File: config.mk
export PLATFORM = sky130hd
export DESIGN_NAME = itch_event_queue
export DESIGN_NICKNAME = d
export VERILOG_FILES = /design/src/rtl/itch_event_queue.sv
export SDC_FILE = /design/constraint.sdc
export NUM_CORES = 2
export LEC_CHECK = 0
export CAP_MARGIN = 20
export CORE_AREA = 2 2 640 451
export CTS_CLUSTER_SIZE = 14
export DETAILED_ROUTE_END_ITERATION = 8
export DIE_AREA = 0 0 642 453
export PLACE_DENSITY = 0.53
export SKIP_CTS_REPAIR_TIMING = 1
export SLEW_MARGIN = 20
export SYNTH_ARGS = -nofsm -noshare
export SYNTH_HDL_FRONTEND = slang
export SYNTH_SLANG_ARGS = --single-unit
File: constraint.sdc
create_clock -name clk -period 68 [get_ports clk]
set_input_delay 6.8 -clock clk [delete_from_list [all_inputs] [get_ports clk]]
set_output_delay 6.8 -clock clk [all_outputs]
set_load 0.05 [all_outputs]
File: src/rtl/itch_event_queue.sv
// First-word-fall-through queue of parsed ITCH records between the parser and a ready/valid consumer.
// Optional macro ITCH_QUEUE_DROP_COUNT_EN enables the saturating dropped-record counter.
module itch_event_queue #(
    parameter int unsigned DEPTH = 8
) (
    input  logic                       clk,
    input  logic                       rst,
    input  logic                       parsed_valid,
    input  logic [3:0]                 parsed_type,
    input  logic [63:0]                order_ref,
    input  logic                       side,
    input  logic [31:0]                shares,
    input  logic [31:0]                price,
    input  logic [63:0]                new_order_ref,
    input  logic [47:0]                timestamp,
    input  logic [63:0]                misc_data,
    input  logic                       out_ready,
    output logic                       out_valid,
    output logic [3:0]                 out_type,
    output logic [63:0]                out_order_ref,
    output logic                       out_side,
    output logic [31:0]                out_shares,
    output logic [31:0]                out_price,
    output logic [63:0]                out_new_order_ref,
    output logic [47:0]                out_timestamp,
    output logic [63:0]                out_misc,
    output logic [$clog2(DEPTH):0]     count,
    output logic                       full,
    output logic                       overflow,
    input  logic                       clr_overflow,
    output logic [15:0]                drop_count
);
    localparam int unsigned AW = $clog2(DEPTH);
    localparam int unsigned CW = AW + 1;
    localparam int unsigned RW = 309;

    logic [RW-1:0] mem [DEPTH];
    logic [AW-1:0] wr_ptr;
    logic [AW-1:0] rd_ptr;
    logic [RW-1:0] head;
    logic          push;
    logic          pop;
    logic          drop;

    assign out_valid = (count != '0);
    assign full      = (count == CW'(DEPTH));
    assign pop       = out_valid && out_ready;
    // A pop in the same cycle frees the slot, so a full queue still accepts.
    assign push      = parsed_valid && (!full || pop);
    assign drop      = parsed_valid && full && !pop;

    always_ff @(posedge clk) begin
        if (push) begin
            mem[wr_ptr] <= {parsed_type, order_ref, side, shares, price,
                            new_order_ref, timestamp, misc_data};
        end
    end

    assign head = mem[rd_ptr];
    assign {out_type, out_order_ref, out_side, out_shares, out_price,
            out_new_order_ref, out_timestamp, out_misc} = head;

    always_ff @(posedge clk or posedge rst) begin
        if (rst) begin
            wr_ptr   <= '0;
            rd_ptr   <= '0;
            count    <= '0;
            overflow <= 1'b0;
        end else begin
            if (push) begin
                wr_ptr <= wr_ptr + AW'(1);
            end
            if (pop) begin
                rd_ptr <= rd_ptr + AW'(1);
            end
            case ({push, pop})
                2'b10:   count <= count + CW'(1);
                2'b01:   count <= count - CW'(1);
                default: count <= count;
            endcase
            if (drop) begin
                overflow <= 1'b1;
            end else if (clr_overflow) begin
                overflow <= 1'b0;
            end
        end
    end

`ifdef ITCH_QUEUE_DROP_COUNT_EN
    logic [15:0] drop_cnt_q;

    always_ff @(posedge clk or posedge rst) begin
        if (rst) begin
            drop_cnt_q <= '0;
        end else if (drop && (drop_cnt_q != '1)) begin
            drop_cnt_q <= drop_cnt_q + 16'd1;
        end
    end

    assign drop_count = drop_cnt_q;
`else
    assign drop_count = '0;
`endif

endmodule
=== Word level (Yosys, flattened, before mapping) ===
Memory sizes are Yosys's and may differ from the RTL's.
Cells that the tools add are included.

* Output and inout bits: 332
* Bits in writable memories: 2472
* Logic and storage cells: 27
* Memories kept: 1
* Bits in registers: 11
* Input bits: 314

{| class="wikitable"
|+ Memories
! name !! depth !! bits a word !! read ports !! clocked after memory_dff !! write ports !! line !! RTL
|-
| mem || 8 || 309 || 1 || 0 || 1 || 37 || <nowiki>logic [RW-1:0] mem [DEPTH];</nowiki>
|}

* Reduce and logical (&&, ||, !) cells: 10
* Equal/unequal tests: 3
* Mux-type cells: 5
* $add $sub $neg: 4

{| class="wikitable"
|+ Operators by type and width
! operator !! number
|-
| one-hot mux 4 bit (2 select lines) || 1
|-
| adder 3 x 1 -> 3 bit (second input constant) || 2
|-
| adder 4 x 1 -> 4 bit (second input constant) || 1
|-
| equality test 4 bit (second input constant) || 1
|-
| logical AND 1 bit || 4
|-
| two-way mux 1 bit || 4
|-
| nonzero test 2 bit || 2
|-
| nonzero test 4 bit || 1
|-
| subtractor 4 x 1 -> 4 bit (second input constant) || 1
|-
| equality test 2 x 1 -> 1 bit (second input constant) || 1
|-
| equality test 2 bit (second input constant) || 1
|-
| logical NOT 1 bit || 2
|-
| logical OR 1 bit || 1
|}

=== Longest topological paths before layout ===
* Depth after elaboration: 6
* Depth in mapped cells: 9

=== Worst setup path before layout ===
OpenSTA, ideal clock, no wires.

* Path kind: input to register
* Start point: in out_ready
* End point: mem mem[0][0], enable pin
* Library setup time: 1358 ps
* Path buffers: 0
* Stages: 3
* Path slack: 38730 ps
* Arrival: 27912 ps
* Path through: o31a_1 -> nand2b_1 -> nor3_1

* Longest elaborated chain between the ends: 5

{| class="wikitable"
|+ RTL lines
! item !! line !! RTL
|-
| start, declared || 17 || <nowiki>input logic out_ready,</nowiki>
|-
| logical AND 1 bit || 47 || <nowiki>assign pop = out_valid && out_ready;</nowiki>
|-
| logical OR 1 bit || 49 || <nowiki>assign push = parsed_valid && (!full || pop);</nowiki>
|-
| logical AND 1 bit || 49 ||
|-
| two-way mux 1 bit || 53 || <nowiki>if (push) begin</nowiki>
|-
| two-way mux 1 bit (implied by the code) || 54 || <nowiki>mem[wr_ptr] <= {parsed_type, order_ref, side, shares, price,</nowiki>
|-
| end, declared || 37 ||
|}

No other way between the ends.

=== Worst setup path in the final report ===
* Start point: reg rd_ptr[2]
* End point: out out_order_ref[23]

* Longest elaborated chain between the ends: 1

{| class="wikitable"
|+ RTL lines
! item !! line !! RTL
|-
| start, declared || 39 || <nowiki>logic [AW-1:0] rd_ptr;</nowiki>
|-
| start signal, assigned || 74 || <nowiki>rd_ptr <= rd_ptr + AW'(1);</nowiki>
|-
| memory read (8 x 309 bit) || n/a ||
|-
| end, declared || 20 || <nowiki>output logic [63:0] out_order_ref,</nowiki>
|}

No other way between the ends.

==> results.md <==
- Outcome: finished, final reports clean
- Avg WL per Cell: 26.62 um
- Remaining Overflow, GRT: 0
- Flop2flop setup slack: 62.90 ns
- CP most frequent cell: buf_4
- Ports: about 650
- Power per cell area: 48.43 nW/um2
- Final WS setup: 54.87 ns
- Flop and latch count out of synthesis: 2483
- Layout cells sized above 1: ~29%
- Area of the core: between 200000 and 300000 um2
- Final Power: roughly 5.4 mW
- Clk root buf: clkbuf_16
- Nets: 4744
- Area delta synth->final: 19.61%
- Largest net degree at the start of global routing: around 130
- Die width: between 600 and 700 um
- Leakage: between 30 and 40 nW
- Flip-flop and latch area: between 70000 and 80000 um2
- GR Util All Layers: 15.13%
- Rel. slew slack: 17.05%
- Worst setup path category: flip-flop to output port
- Die H: 453 um
- Crit path largest cell delay: approximately 0.90 ns
- Clk slew on worst S/H paths: 0.06 ns
- Residual DRC: 0
- Fin crit period: ~13 ns
- Dpl ws: around 56 ns
- Yosys top cell by area: edfxtp_1
- Seq/Total Area, Yosys: between 70 and 80%
- Detailed placer's ending HPWL: between 100 and 150 mm
- Multi-input gate area: between 15000 and 20000 um2
- Endpoints failing setup: 0
- RePlAce Congestion: 0.7112
- Port bufs: about 630
- H-tree depth: 4
- First-pass GRT wire length: about 320 mm
- Yosys warns: 0
- Min Hold Slack: between 0.5 and 0.6 ns
- CTS Buf Count: 247
- Initial Util: 32.90%
- Clk sinks: 2483
- Setup TNS: 0 ns
- Worst EP required: 61.20 ns
- Least-Margin Pin Slew: about 1.2 ns
- Final period util: about a fifth
- Clock tree buffer depth: 4
- Max_cap viols: 0
- Worst R2R Start: count[0]
- CP Capture Type: output port
- Yosys top cell area share: about 79%
- Latest clock arrival within the worst-skew pair: between 0.9 and 1 ns
- Worst R2R Path Depth: 8
- Syn_area_per_cell: around 26 um2
- Worst Clk Skew: between 0.05 and 0.06 ns
- Critical Path Sink: out_order_ref[23]
- Fmax: ~0.076 GHz
- Initial DRC count: around 3000
- Cell Chain, Critical Path: buf_4, buf_4, buf_4, buf_4, mux2_2, clkdlybuf4s50_1
- R2r endpoint: mem[1][222]
- Critical Path AT: between 6 and 7 ns
- Yosys cell types: 33
- Routed WL: around 220 mm
- Critical path startpoint category: flip-flop
- Row Count: between 150 and 200
- CTS tree: yes
- DIE AREA: around 290000 um2
- Cells after synthesis: 3654
- Area contributors post-synth: edfxtp_1 79%, mux4_2 15%, mux2_2 3.7%
- Max-slew violation count: 0
- Worst Setup SP: rd_ptr[2]
- Vias per cell: a little under 5
- Mapped cell area: slightly above 90000 um2
- Critical-path top delay cell: buf_4
- DR vias: between 40000 and 50000
- Antenna violations before repair: 45
- Critical Path Fanout Max: between 50 and 60
- Fill cells: around 25000
- Final-report hold violation count: 0
- Hold WC Path Type: flip-flop to flip-flop
- Vias in the first global route: ~42000
- Drt first pass iters: 5
- Worst VDD drop: around 0.000038 V
- RSZ-0062 raised after global routing: false
- Routed Antenna Nets: 0
registers in the layout, indices dropped and copies added, names as in the netlist:
name / flops
overflow: 1
wr_ptr: 3
rd_ptr: 3
mem: 2472
count: 4
through the flow:
stage / utilization (%) / cells / area (um2)
after floorplan: - / 3669 / 93630
after global placement: 36.62 / 7995 / 104200
after detailed placement: 36.62 / 7995 / 104200
after CTS: 39.34 / 8431 / 111900
after global routing: 39.35 / 8436 / 111900
final: 39.35 / 8439 / 111900
power breakdown:
part	leakage (nW)	internal (mW)	total (mW)	switching, mW
Combinational	8.20	0.808	2.12	1.32
Sequential	22.6	1.92	1.98	0.0579
Clock	3.77	0.745	1.32	0.573
cell usage in the layout (no fill, tap or decap), types with 4 or more instances in the layout:
cell and count:
buf_12 15, buf_4 53, bufinv_16 21, clkbuf_1 46
clkbuf_16 247, clkdlybuf4s50_1 629, clkinv_1 57, clkinv_2 36
clkinv_4 4, clkinvlp_4 6, conb_1 16, dfrtp_1 8
diode_2 7, edfxtp_1 2472, inv_6 7, inv_8 5
mux2_2 310, mux4_2 618, nand2_1 5, nand2b_1 5
nor2_4 6, xnor2_1 4
worst max-delay path, delay by kind of cell (launching register included):
family                 cells  cell delay [ns]
buffers and inverters      5             3.90
DFF                        1             0.83
muxes                      1             0.42
cell families (layout without fill, tap and decap cells):
family | count (synthesis) | after routing | share of synthesized area (%)
AOI/OAI and AO/OA | 8 | 8 | 0.06819
xor gates and xnor gates | 7 | 7 | 0.06552
adders and majority gates | 3 | 3 | 0.04012
buffers and inverters | 193 | 1138 | 1.412
DFF | 2483 | 2483 | 79.62
muxes | 929 | 929 | 18.62
other | 1 | 23 | 0.004007
and+or+nand+nor | 30 | 30 | 0.1711
routing by layer:
| layer | part of all wire (%) | global-route usage, % | up-vias |
|---|---|---|---|
| met3 | 4.0 | 2.360 | 347 |
| met1 | 43 | 20.30 | 22410 |
| li1 | - | - | 17330 |
| met2 | 51 | 25.92 | 910 |
| met4 | 2.3 | 3.620 | 6 |
| met5 | 0.015 | 0 | - |
synth_stat cells:
master,count
nand2_1,5
a32o_1,1
nor2_1,8
mux2_1,1
xnor2_1,4
nor3_1,3
clkbuf_1,40
conb_1,1
nand4_1,1
a21oi_1,1
a211oi_1,1
o311ai_0,1
xor2_1,3
nand2b_1,5
a21bo_1,1
or3_1,2
nand3_1,3
o31a_1,1
o32ai_1,1
nor2b_1,1
buf_4,16
buf_2,9
o21ai_0,1
ha_1,3
edfxtp_1,2472
mux4_2,618
or4_4,1
nand2b_4,1
mux2_2,310
inv_1,3
dfrtp_1,11
buf_6,70
buf_1,55
worst min path at each step:
stage | from | to | slack, ns | depth (start not counted)
2_1_floorplan | wr_ptr[1] | wr_ptr[1] | 0.50 | 1
3_3_place_gp | overflow | overflow | 0.51 | 2
3_5_place_dp | overflow | overflow | 0.52 | 2
4_1_cts | overflow | overflow | 0.53 | 2
5_1_grt | overflow | overflow | 0.58 | 2
6_report | overflow | overflow | 0.54 | 2
area by class of cell:
class | count | area share (%)
diodes | 7 | 0.01565
clock buffers | 293 | 5.677
clock inverters | 143 | 1.225
inverters | 3 | 0.01006
multi-input cells | 993 | 15.96
flip-flops and latches | 2483 | 66.58
well taps | 3818 | 4.268
repair buffers | 699 | 6.269
No activity file was read; power rests on OpenSTA's default activity.
